===== src/rtl/dmr_mon_pkg.sv =====
// Shared state encoding for the DMR counter monitor.
// MON_HALT_ON_ERR_EN selects whether a resolved mismatch parks the monitor in HALT.
package dmr_mon_pkg;

    localparam int STATE_W = 3;

    typedef enum logic [STATE_W-1:0] {
        ST_IDLE   = 3'd0,
        ST_RUN    = 3'd1,
        ST_REPORT = 3'd2,
        ST_SYNC   = 3'd3,
        ST_HALT   = 3'd4
    } mon_state_e;

`ifdef MON_HALT_ON_ERR_EN
    localparam mon_state_e POST_SYNC = ST_HALT;
`else
    localparam mon_state_e POST_SYNC = ST_RUN;
`endif

endpackage


===== src/rtl/dmr_counter_lane.sv =====
// One counter lane: increment, clear, parallel load and single-bit flip.
module dmr_counter_lane #(
    parameter int CNT_W = 28
) (
    input  logic                     clk,
    input  logic                     nreset,
    input  logic                     en,
    input  logic                     clr,
    input  logic                     ld,
    input  logic [CNT_W-1:0]         ld_val,
    input  logic                     flip_en,
    input  logic [$clog2(CNT_W)-1:0] flip_idx,
    output logic [CNT_W-1:0]         q
);

    logic [CNT_W-1:0] flip_mask;

    // Out-of-range indices simply match no bit, so they flip nothing.
    always_comb begin
        flip_mask = '0;
        for (int i = 0; i < CNT_W; i++)
            if (flip_en && flip_idx == ($clog2(CNT_W))'(i))
                flip_mask[i] = 1'b1;
    end

    always_ff @(posedge clk or negedge nreset) begin
        if (!nreset)
            q <= '0;
        else if (clr)
            q <= '0;
        else if (ld)
            q <= ld_val;
        else
            q <= (q + CNT_W'(en)) ^ flip_mask;
    end

endmodule


===== src/rtl/dmr_counter_monitor.sv =====
// Lockstep DMR counter with mismatch detection, syndrome handshake and lane-B resync.
// MON_HALT_ON_ERR_EN (see dmr_mon_pkg) parks the monitor in HALT after each resync.
module dmr_counter_monitor
    import dmr_mon_pkg::*;
#(
    parameter int CNT_W = 28,
    parameter int OUT_W = 4,
    parameter int ERR_W = 16
) (
    input  logic                     clk,
    input  logic                     nreset,
    input  logic                     start,
    input  logic                     stop,
    input  logic                     clear,
    input  logic                     inj_valid,
    input  logic [$clog2(CNT_W)-1:0] inj_bit,
    output logic [OUT_W-1:0]         cntout,
    output logic [STATE_W-1:0]       state,
    output logic [ERR_W-1:0]         err_count,
    output logic                     evt_valid,
    input  logic                     evt_ready,
    output logic [CNT_W-1:0]         evt_data
);

    mon_state_e       st;
    logic [CNT_W-1:0] lane_a, lane_b;
    logic             mismatch, cnt_en, flip_en, sync;

    assign mismatch = (st == ST_RUN) && (lane_a != lane_b);
    assign cnt_en   = (st == ST_RUN) && !mismatch;
    assign flip_en  = inj_valid && (st != ST_SYNC);
    assign sync     = (st == ST_SYNC);

    dmr_counter_lane #(.CNT_W(CNT_W)) u_lane_a (
        .clk(clk), .nreset(nreset), .en(cnt_en), .clr(clear),
        .ld(1'b0), .ld_val('0), .flip_en(1'b0), .flip_idx('0), .q(lane_a)
    );

    // Only lane B is a fault-injection target and gets realigned to lane A.
    dmr_counter_lane #(.CNT_W(CNT_W)) u_lane_b (
        .clk(clk), .nreset(nreset), .en(cnt_en), .clr(clear),
        .ld(sync), .ld_val(lane_a), .flip_en(flip_en), .flip_idx(inj_bit), .q(lane_b)
    );

    always_ff @(posedge clk or negedge nreset) begin
        if (!nreset) begin
            st        <= ST_IDLE;
            evt_valid <= 1'b0;
            evt_data  <= '0;
            err_count <= '0;
        end else if (clear) begin
            st        <= ST_IDLE;
            evt_valid <= 1'b0;
            evt_data  <= '0;
            err_count <= '0;
        end else begin
            case (st)
                ST_IDLE:   if (start) st <= ST_RUN;
                ST_RUN: begin
                    if (mismatch) begin
                        st        <= ST_REPORT;
                        evt_valid <= 1'b1;
                        evt_data  <= lane_a ^ lane_b;
                        if (err_count != '1) err_count <= err_count + ERR_W'(1);
                    end else if (stop) begin
                        st <= ST_IDLE;
                    end
                end
                ST_REPORT: begin
                    if (evt_ready) begin
                        st        <= ST_SYNC;
                        evt_valid <= 1'b0;
                    end
                end
                ST_SYNC:   st <= POST_SYNC;
                ST_HALT:   ;
                default:   st <= ST_IDLE;
            endcase
        end
    end

    assign state  = st;
    assign cntout = lane_a[CNT_W-1 -: OUT_W];

endmodule


===== config.mk =====
export PLATFORM = sky130hd
export DESIGN_NAME = dmr_counter_monitor
export DESIGN_NICKNAME = d
export VERILOG_FILES = /design/src/rtl/dmr_mon_pkg.sv /design/src/rtl/dmr_counter_lane.sv /design/src/rtl/dmr_counter_monitor.sv
export SDC_FILE = /design/constraint.sdc
export NUM_CORES = 1
export LEC_CHECK = 0
export ABC_AREA = 1
export CORE_ASPECT_RATIO = 0.8
export CORE_MARGIN = 2
export CORE_UTILIZATION = 35
export DETAILED_ROUTE_END_ITERATION = 6
export GPL_TIMING_DRIVEN = 0
export HOLD_SLACK_MARGIN = 0.03
export PLACE_DENSITY = 0.58
export SLEW_MARGIN = 15
export SYNTH_ARGS = -nofsm -noshare
export SYNTH_HDL_FRONTEND = slang
export SYNTH_SLANG_ARGS = --single-unit

===== constraint.sdc =====
create_clock -name clk -period 8.1 [get_ports clk]
set_input_delay 0.81 -clock clk [delete_from_list [all_inputs] [get_ports clk]]
set_output_delay 0.81 -clock clk [all_outputs]
set_load 0.02 [all_outputs]

==> flow_summary.toml <==
[run_status]
outcome = "complete, no violations"

[clock_tree]
clock_path_buffers = 2
cts-root-buf = "clkbuf_16"
clk_latency_ns = 0.36
path_clk_slew_ns = 0.07
cts_resized = 0
cts_tree = "yes"
cts_made_buffers = 9
cts_setup_buffers = 0
holdBufCountCts = 0
clock-sinks = 103
htree_levels = 3

[sta]
min_period_ns = 3.62
rsz0062_at_grt = "no"
skew_ns = 0.0121
timing.slew.headroom = 0.520
hold_violations = 0
fin_ws_ns = 4.48
drv_slew = 0
setup_viol = 0
final.period_utilization = 0.447
fin_setup_tns_ns = 0
fmax_mhz = 276
tightestPinTransition_ns = 0.709

[place]
io_buffers = 61
hpwl_um = 16700
placed_cells = 1304
finalWeightedCongestion = 0.986
place_ws_ns = 4.56

[detailed_routing]
wl_met2_um = 8930
vias = 6443
wl_um = 21200
avgViaCountPerCell = 4.88
wl_per_cell_um = 16.1
wl_met3_um = 1220
topRoutingLayerUsed = "met4"
wl_met1_um = 10800
drt-initial-drc-count = 567
drtPass1Iterations = 5
drc_errors = 0
ant_nets = 0

[run]
maxCapViolations = 0

[grt]
grt.total_usage = 0.219
grt_pass1_wl_um = 33700
grt_pass1_vias = 5968
grt_start_max_net_pins = 56
gr-total-overflow = 0
antenna_found_initial = 0

[layout]
final_cells = 1320
drive_above_1_share = 0.0565
final_common_cell = "nand2_1"
fin_nets = 1074
area.growth.synth_to_final_pct = 18.8
diodes = 0
final_cell_mix = "nand2_1, inv_1, nor2_1"

[synth]
synth-edff-count = 0
synth_top_area_frac = 0.387
yosysWarnings = 0
synth_area_leaders = "dfrtp_1, nand2_1, inv_1, nor2_1, nand3_1"
synth_nets = 1001
netlist_area_sq_um = 6660
synth_cells = 984
synthFlopType = "dfrtp_1"
async_reset_ff_frac = 1.00
yosysSeqAreaShare = 0.387
ys_ff_latch = 103
syn_area_per_cell_sq_um = 6.77
ys_types = 36
yosysTopAreaCell = "dfrtp_1"

[floorplanning]
fp.dieH_um = 127
die_x_um = 158
num_rows = 45
start_util = 0.354
io_pins = 64
dieArea_sq_um = 20200
core_area_sq_um = 18800

[worst_setup_path]
crit_top_cell = "nand2_1"
reg2reg_from = "u_lane_a.q[27]$_DFF_PN0_"
critPathLaunchType = "register"
crit_path_end_kind = "register"
worst-setup-path-type = "reg2reg"
slowest_delay_ns = 0.44
critPathSlowestCell = "dfrtp_1"
critPathArrivalTime_ns = 3.85
path_buf_inv = 2
path_max_fanout = 4
crit_family = "simple AND/OR/NAND/NOR gates"
rr_worst_depth = 17
critPathRequiredTime_ns = 8.33
crit_chain = "inv_1 > nand2_1 > nand2_1 > nand2_1 > nor2_1 > nand2_1 > nor2_1 > nand2_2 > nor2_1 > ha_1 > nand3_1 > inv_1 > nand3_1 > nor3_1 > nand2_1 > o21ai_0 > a21oi_1"
worstReg2RegEnd = "u_lane_a.q[15]$_DFF_PN0_"
r2r_slack_ns = 4.48

[power_and_ir_drop]
p_per_area_nw_per_um2 = 205
p_int_mw = 0.969
ir_drop_mv = 0.104
p_leak_nw = 3.80
power_frac_comb = 0.337
p_sw_frac = 0.402
clock_power_share = 0.270
pwr-share-seq = 0.393
switchingPower_mw = 0.651

[hold_path]
hold_class = "in2async"
==> power groups by stage <==
stage          Combinational [mW]  Sequential (mW)  Clock (mW)
2_1_floorplan               0.327            0.652           0
3_3_place_gp                0.539            0.647           0
3_5_place_dp                0.545            0.646           0
4_1_cts                     0.547            0.636       0.449
5_1_grt                     0.610            0.645       0.470
6_report                    0.545            0.637       0.438
==> metrics by stage <==
stage | power [mW] | hold slack [ns] | utilization | area (sq um)
floorplan | 0.979 | 0.506 | - | 6660
global placement | 1.19 | 0.498 | 0.404 | 7590
detailed placement | 1.19 | 0.495 | 0.405 | 7620
CTS | 1.63 | 0.445 | 0.421 | 7910
global route | 1.72 | 0.470 | 0.421 | 7910
finish | 1.62 | 0.428 | 0.421 | 7910
==> kinds of logic after synthesis <==
kind of cell,after synthesis,share of synthesized area
simple gates,554,0.356
buf+inv,166,0.0999
compound gates,104,0.0798
flops,103,0.387
xor+xnor,51,0.0671
fa+ha+maj,5,0.00939
other cells,1,0.000563
==> synth_stat cells, types with 2 or more instances <==
library cell,number
nand2_1,275
inv_1,127
nor2_1,119
dfrtp_1,103
nand3_1,86
o21ai_0,52
xor2_1,41
a21oi_1,39
nor3_1,26
nand4_1,20
clkbuf_1,13
xnor2_1,10
buf_2,9
o21ai_1,7
buf_4,6
nor2_2,6
ha_1,5
inv_2,5
nand2_2,5
buf_1,4
nor4_1,4
a31oi_1,3
nand3_2,3
nor2_4,2
o31ai_1,2
or2_2,2
==> flip-flops by register name, summed over array words and instances (netlist names) <==
signal,count
u_lane_b.q,28
u_lane_a.q,28
state,2
err_count,16
evt_valid,1
evt_data,28
==> how the worst max path moves through the flow <==
stage                                        start                        to  cells past startpoint
final                     u_lane_a.q[27]$_DFF_PN0_  u_lane_a.q[15]$_DFF_PN0_                     17
after global routing      u_lane_a.q[27]$_DFF_PN0_  u_lane_a.q[15]$_DFF_PN0_                     17
after CTS                  u_lane_a.q[4]$_DFF_PN0_  u_lane_a.q[15]$_DFF_PN0_                     17
after detailed placement   u_lane_a.q[4]$_DFF_PN0_  u_lane_a.q[15]$_DFF_PN0_                     17
after global placement                      nreset  evt_data[23]$_DFFE_PN0P_                      1
after floorplan           u_lane_a.q[20]$_DFF_PN0_  u_lane_b.q[22]$_DFF_PN0_                     18
==> routing by layer <==
layer	vias to the layer above	global-route usage
met4	0	0.0435
met3	21	0.0468
met2	164	0.313
met5	-	0
met1	3013	0.340
li1	3245	-
==> final cells by class <==
| type | count | area [sq um] |
|---|---|---|
| fill | 2018 | 10900 |
| multi-input combinational | 715 | 3420 |
| sequential | 103 | 2580 |
| timing repair buffer | 62 | 639 |
| inverter | 132 | 495 |
| tap | 258 | 323 |
| clock buffer | 10 | 239 |
| buffer | 34 | 170 |
| clock inverter | 6 | 51.3 |
Power figures use the tool's default switching activity.
